### src/rtl/tetris_pkg.sv
// Shared playfield definitions used by the board memory, renderer and colour LUT.
package tetris_pkg;

   localparam int unsigned BT_W     = 3;
   localparam int unsigned COORD_W  = 5;
   localparam int unsigned ROWS_DEF = 12;
   localparam int unsigned COLS_DEF = 21;

   localparam logic [BT_W-1:0] BLK_EMPTY = '0;

   // Line-clear engine state encoding
   localparam logic [1:0] ST_IDLE  = 2'd0;
   localparam logic [1:0] ST_SCAN  = 2'd1;
   localparam logic [1:0] ST_SHIFT = 2'd2;
   localparam logic [1:0] ST_DONE  = 2'd3;

endpackage

### src/rtl/row_full_detect.sv
// Flags a playfield row in which every cell holds a non-empty block type.
module row_full_detect
   import tetris_pkg::*;
#(
   parameter int unsigned COLS = COLS_DEF
) (
   input  logic [COLS*BT_W-1:0] row_i,
   output logic                 full_c_o
);

   always_comb begin
      full_c_o = 1'b1;
      for (int c = 0; c < int'(COLS); c++) begin
         if (row_i[c*BT_W +: BT_W] == BLK_EMPTY) begin
            full_c_o = 1'b0;
         end
      end
   end

endmodule

### src/rtl/playfield_mem.sv
// Playfield cell storage with a combinational renderer read port, a single-cell
// write port and a line-clear engine that removes full rows one row per cycle.
module playfield_mem
   import tetris_pkg::*;
#(
   parameter int unsigned ROWS    = ROWS_DEF,
   parameter int unsigned COLS    = COLS_DEF,
   parameter int unsigned TOTAL_W = 10
) (
   input  logic               clk_25_175,
   input  logic               reset,
   input  logic [COORD_W-1:0] rd_v,
   input  logic [COORD_W-1:0] rd_h,
   output logic [BT_W-1:0]    rd_blktype,
   input  logic               wr_en,
   input  logic [COORD_W-1:0] wr_v,
   input  logic [COORD_W-1:0] wr_h,
   input  logic [BT_W-1:0]    wr_blktype,
   input  logic               clear_start,
   output logic               busy,
   output logic               clear_done,
   output logic [2:0]         lines_cleared,
   output logic [TOTAL_W-1:0] total_lines
);

   localparam int unsigned RW = (ROWS > 1) ? $clog2(ROWS) : 1;
   localparam int unsigned CW = (COLS > 1) ? $clog2(COLS) : 1;
   localparam logic [COORD_W-1:0] ROWS_C = COORD_W'(ROWS);
   localparam logic [COORD_W-1:0] COLS_C = COORD_W'(COLS);

   typedef logic [COLS-1:0][BT_W-1:0] row_t;

   row_t               rows_q [ROWS];
   row_t               rows_d [ROWS];
   logic [1:0]         state_q, state_d;
   logic [RW-1:0]      r_q, r_d;
   logic [RW-1:0]      s_q, s_d;
   logic [2:0]         cnt_q, cnt_d;
   logic [2:0]         lines_q, lines_d;
   logic [TOTAL_W-1:0] total_q, total_d;
   logic               busy_q, busy_d;
   logic               done_q, done_d;
   logic               row_full;
   logic               wr_ok;

   row_full_detect #(
      .COLS (COLS)
   ) u_row_full (
      .row_i    (rows_q[r_q]),
      .full_c_o (row_full)
   );

   // Renderer read: out-of-range coordinates read as empty
   always_comb begin
      rd_blktype = BLK_EMPTY;
      if ((rd_v < ROWS_C) && (rd_h < COLS_C)) begin
         rd_blktype = rows_q[rd_v[RW-1:0]][rd_h[CW-1:0]];
      end
   end

   assign wr_ok = wr_en && (wr_v < ROWS_C) && (wr_h < COLS_C);

   always_comb begin
      state_d = state_q;
      r_d     = r_q;
      s_d     = s_q;
      cnt_d   = cnt_q;
      lines_d = lines_q;
      total_d = total_q;
      rows_d  = rows_q;

      case (state_q)
         ST_IDLE: begin
            if (wr_ok) begin
               rows_d[wr_v[RW-1:0]][wr_h[CW-1:0]] = wr_blktype;
            end
            if (clear_start) begin
               state_d = ST_SCAN;
               r_d     = RW'(ROWS - 1);
               cnt_d   = '0;
            end
         end
         ST_SCAN: begin
            if (row_full) begin
               if (cnt_q != 3'd7) cnt_d = cnt_q + 3'd1;
               if (total_q != '1) total_d = total_q + TOTAL_W'(1);
               s_d     = r_q;
               state_d = ST_SHIFT;
            end else if (r_q == '0) begin
               state_d = ST_DONE;
            end else begin
               r_d = r_q - RW'(1);
            end
         end
         ST_SHIFT: begin
            // Drop everything above the removed row by one, top row refills empty
            if (s_q != '0) begin
               rows_d[s_q] = rows_q[s_q - RW'(1)];
               s_d         = s_q - RW'(1);
            end else begin
               rows_d[0] = '0;
               state_d   = ST_SCAN;
            end
         end
         ST_DONE: begin
            lines_d = cnt_q;
            state_d = ST_IDLE;
         end
         default: begin
            state_d = ST_IDLE;
         end
      endcase

      busy_d = (state_d != ST_IDLE);
      done_d = (state_d == ST_DONE);
   end

   always_ff @(posedge clk_25_175 or posedge reset) begin
      if (reset) begin
         state_q <= ST_IDLE;
         r_q     <= '0;
         s_q     <= '0;
         cnt_q   <= '0;
         lines_q <= '0;
         total_q <= '0;
         busy_q  <= 1'b0;
         done_q  <= 1'b0;
         for (int i = 0; i < int'(ROWS); i++) begin
            rows_q[i] <= '0;
         end
      end else begin
         state_q <= state_d;
         r_q     <= r_d;
         s_q     <= s_d;
         cnt_q   <= cnt_d;
         lines_q <= lines_d;
         total_q <= total_d;
         busy_q  <= busy_d;
         done_q  <= done_d;
         for (int i = 0; i < int'(ROWS); i++) begin
            rows_q[i] <= rows_d[i];
         end
      end
   end

   assign busy          = busy_q;
   assign clear_done    = done_q;
   assign lines_cleared = lines_q;
   assign total_lines   = total_q;

endmodule

### config.mk
export PLATFORM = sky130hd
export DESIGN_NAME = playfield_mem
export DESIGN_NICKNAME = d
export VERILOG_FILES = /design/src/rtl/tetris_pkg.sv /design/src/rtl/row_full_detect.sv /design/src/rtl/playfield_mem.sv
export SDC_FILE = /design/constraint.sdc
export NUM_CORES = 2
export LEC_CHECK = 0
export CORE_UTILIZATION = 57
export DETAILED_ROUTE_END_ITERATION = 7
export GPL_TIMING_DRIVEN = 0
export PLACE_DENSITY = 0.83
export SLEW_MARGIN = 20
export SYNTH_ARGS = -nofsm -noshare
export SYNTH_HDL_FRONTEND = slang
export SYNTH_SLANG_ARGS = --single-unit
### constraint.sdc
create_clock -name clk_25_175 -period 66.2 [get_ports clk_25_175]
set_input_delay 16.55 -clock clk_25_175 [delete_from_list [all_inputs] [get_ports clk_25_175]]
set_output_delay 16.55 -clock clk_25_175 [all_outputs]
set_load 0.02 [all_outputs]
==> impl_summary.md <==
Clock network
The tree is rooted in a sky130_fd_sc_hd__clkbuf_16. For the worst-skew pair, the clock arrives at the later sink with an insertion delay of 750 ps. The hold buffer count at cts is 0. The clock passes through at most 3 buffers. The clock transition at the registers of the reported paths is 60 ps. Post-CTS timing repair inserted 0 buffers for setup.

Gates resized during post-CTS repair numbered 0. The TritonCTS clock tree is done. The total CTS buffers is 90.

The deepest level of the CTS H-tree is 3. CTS saw 784 sinks.

Final layout
The area added between synthesis and finish is 10.78%. After routing the design area is 0.05490 mm². The net count reported at finish is 4980. Counting the fill cells in the layout gives 6989. Leaving out fill and tap cells, the most frequent cells in the layout are sky130_fd_sc_hd__dfrtp_1, sky130_fd_sc_hd__o211ai_1, sky130_fd_sc_hd__o21a_1, sky130_fd_sc_hd__clkbuf_1, sky130_fd_sc_hd__mux4_2.

The most common cell after layout, fill and taps aside is sky130_fd_sc_hd__dfrtp_1. The fraction of final layout cells with drive strength greater than 1 is 0.1419.

Critical path
On the critical path, the stage with the largest delay is an instance of sky130_fd_sc_hd__o31ai_1. The top cell family by delay on the critical path is buffers and inverters. Together, buffers and inverters on the worst path number 5. The top fanout value on the critical path is 13. The critical path goes through buf_2 -> buf_2 -> buf_2 -> buf_2 -> mux4_2 -> nor2_1 -> nor3_1 -> o21ai_0 -> nand2_1 -> a211oi_1 -> o31ai_1 -> clkdlybuf4s50_1. The kind of critical path is primary input to output pin. The kind of end point of the critical path is an output pin. For the worst setup path, the data required time is 49650 ps.

The data arrival time of the worst path is 22690 ps. On the worst path, the slowest cell contributes a delay of 1010 ps. Counting stages on the worst path, the most repeated cell is sky130_fd_sc_hd__buf_2. The kind of start point of the critical path is a primary input.

Routing
The routed layout has 53280 vias. The number of DRC violations after detailed-routing iteration 0 is 11820. Summed over all layers, the routed wires come to 286.1 mm. Once detail routing completed, the nets flagged for antenna violations numbered 0. Dividing the detail-routed via count by the number of cells gives 8.589. For this run, design rule violations remaining after detail routing come to 76. In the final routed layout, each cell accounts on average for 46.12 µm.

Before antenna repair, the detailed router went through 8 iterations.

Floorplanning
The starting density of the core is 0.5784. The number of core rows is 107. The number of primary I/O pins is 45. The die is 296.9 µm wide. The floorplan step defined a die boundary enclosing 0.08812 mm². The die is 296.9 µm tall. The floorplan core area is 0.08568 mm².

Logic synthesis
The async set-or-reset flop fraction in the synthesized netlist is 1.000. The combinational family with the most area after synthesis is compound AO/OA/AOI/OAI gates. The post-synthesis share of cell area spent on full adders, half adders and majority gates is 0.002020. Ranked by total cell area, the synthesized netlist is headed by sky130_fd_sc_hd__dfrtp_1, sky130_fd_sc_hd__mux4_2, sky130_fd_sc_hd__o211ai_1. The share of synthesized cell area in and, or, nand and nor gates is 0.09784.

Among all flip-flop cells after synthesis, the most frequent one is sky130_fd_sc_hd__dfrtp_1. The fraction of post-synthesis cell area in the top cell type by area is 0.3959. The synthesized design contains 0 enable-type register cells.

The share of synthesized area occupied by flip-flops and latches is 0.3959. After synthesis, the netlist uses 69 different library cells. The number of synthesized register bits is 784.

The number of instances in the synthesized netlist is 4801. The fraction of synthesized area in multiplexers is 0.1803. The parity-gate share of the synthesized area counting xor and xnor cells is 0.001944. The synthesized-area fraction occupied by ao, oa, aoi and oai cells was 0.2811.

The post-synthesis net count is 4836. Yosys printed 0 warnings. The leading area contributor after synthesis is sky130_fd_sc_hd__dfrtp_1. The netlist area before placement is 0.04956 mm². The mean instance size in the synthesized netlist is 10.32 µm².

Power and ir drop
Summing internal, switching and leakage power gives 1961 µW. The maximum resistive drop on vdd is 0.00003645 V. The static leakage power is 0.02002 µW. For this design the ratio of total power to cell area is 35.72 mW/mm².

Placement
The placer's final routability congestion estimate is 1.218. In this run the tool buffered the top-level ports with 40 buffer cells. The HPWL after detailed placement is 208.9 mm. The placed instances occupy a cell area of 0.05173 mm².

Run
Across the run, the number of max-cap violations was 1.

Timing
The count of final setup violators is 0. Derived from the worst setup path, the maximum achievable clock frequency is 25.49 MHz. The final number of max-transition violations is 0. The max-slew headroom at the worst pin is 0.001410. For the pin with the worst max-slew slack, the measured transition is 1486 ps. The setup TNS is 0 ps.

For the final database, setup skew stands at 28.76 ps. The final-report hold violation count is 0. For the finished layout, the period the worst path requires is 39240 ps. The ratio of final minimum period to clock period is 0.5927. Setup repair after global routing left no endpoint under its margin.

Global routing
The largest net degree at the start of global routing is 107. The initial antenna violation count came to 30. The global-route wire length before repair is 386.6 mm. The global-route usage over all layers is 0.6396.

The via count of the first global-routing pass is 48800. The global-route congestion overflow total is 0.

Status
The run finished, with violations left. The final reports fail on design-rule violations, max-capacitance violations.

Worst hold path
The kind of path behind the tightest hold check is register to register.
layer usage:
metal,global-route usage,wire length [µm],vias up
met5,0.1878,2667,-
met4,0.4870,30230,60
met3,0.4907,61640,1925
met2,0.7699,101500,6345
met1,0.7278,90080,25720
li1,-,-,19230
synthesized netlist by cell type, drive strengths merged, types with 3 or more instances:
cell type	number
dfrtp	784
o211ai	670
o21a	668
mux4	379
clkbuf	377
nor2	349
a21oi	335
nor3	295
nand2	210
o21ai	131
buf	112
o22ai	73
nand3	72
a31oi	67
nor4	42
mux2	29
or3	20
o31ai	16
or2	16
inv	14
nand2b	11
o41ai	10
or4	10
ha	8
xor2	8
and3	7
mux2i	7
nand3b	7
o311ai	7
a211oi	5
a31o	4
and2	4
nand4	4
nor2b	4
nor4b	4
o32ai	4
o41a	4
a21o	3
a221oi	3
a22o	3
a2bb2oi	3
nor3b	3
o221ai	3
xnor2	3
stage by stage:
stage / cells / hold WS (ps) / utilization / setup slack (ps)
after floorplan: 4801 / 480.0 / - / 27640
after global placement: 5985 / 474.9 / 0.5997 / 17670
after detailed placement: 5997 / 477.7 / 0.6037 / 27890
after CTS: 6160 / 485.5 / 0.6391 / 27900
after global routing: 6178 / 511.9 / 0.6400 / 27530
final: 6203 / 484.4 / 0.6407 / 26960
logic make-up (layout without fill, tap and decap cells):
group | count (synthesis) | in the layout
AO/OA/AOI/OAI | 2020 | 2020
adder cells (fa/ha/maj) | 8 | 8
buffers and inverters | 504 | 719
flip-flops | 784 | 784
other | 0 | 43
multiplexers | 415 | 415
AND/OR/NAND/NOR | 1059 | 1059
XOR/XNOR | 11 | 11
final timing paths:
check                      slack, ps                          to                        from  depth (start not counted)
hold reg to reg                  480  total_lines[6]$_DFFE_PP0P_  total_lines[6]$_DFFE_PP0P_                          1
max in group asynchronous      48090     rows_q[319]$_DFFE_PP0P_                       reset                          5
setup reg to reg               58950     rows_q[342]$_DFFE_PP0P_          s_q[0]$_DFFE_PP0P_                         15
hold / removal                   480  total_lines[6]$_DFFE_PP0P_  total_lines[6]$_DFFE_PP0P_                          1
setup / recovery               26960               rd_blktype[0]                     rd_v[1]                         12
min in group asynchronous      16240     rows_q[727]$_DFFE_PP0P_                       reset                          2
flip-flops by register name, summed over array words and instances (netlist names):
signal,count
s_q,4
busy,1
total_lines,10
cnt_q,3
clear_done,1
lines_cleared,3
r_q,4
rows_q,756
state_q,2
layout make-up:
class / count / area, µm² / share of cell area
Tap cell: 1144 / 1431 / 0.02607
Clock inverter: 29 / 364.1 / 0.006632
Inverter: 15 / 63.81 / 0.001162
Antenna cell: 43 / 107.6 / 0.001960
Multi-Input combinational cell: 3513 / 27970 / 0.5095
Timing Repair Buffer: 52 / 681.9 / 0.01242
Clock buffer: 134 / 2669 / 0.04862
Sequential cell: 784 / 19620 / 0.3574
Buffer: 489 / 1988 / 0.03622
report_power, final:
group	internal [µW]	switching (µW)	total, µW
Sequential	531	69.2	600
Combinational	222	606	828
Clock	300	234	533
Total	1050	908	1960
Power figures use the tool's default switching activity.
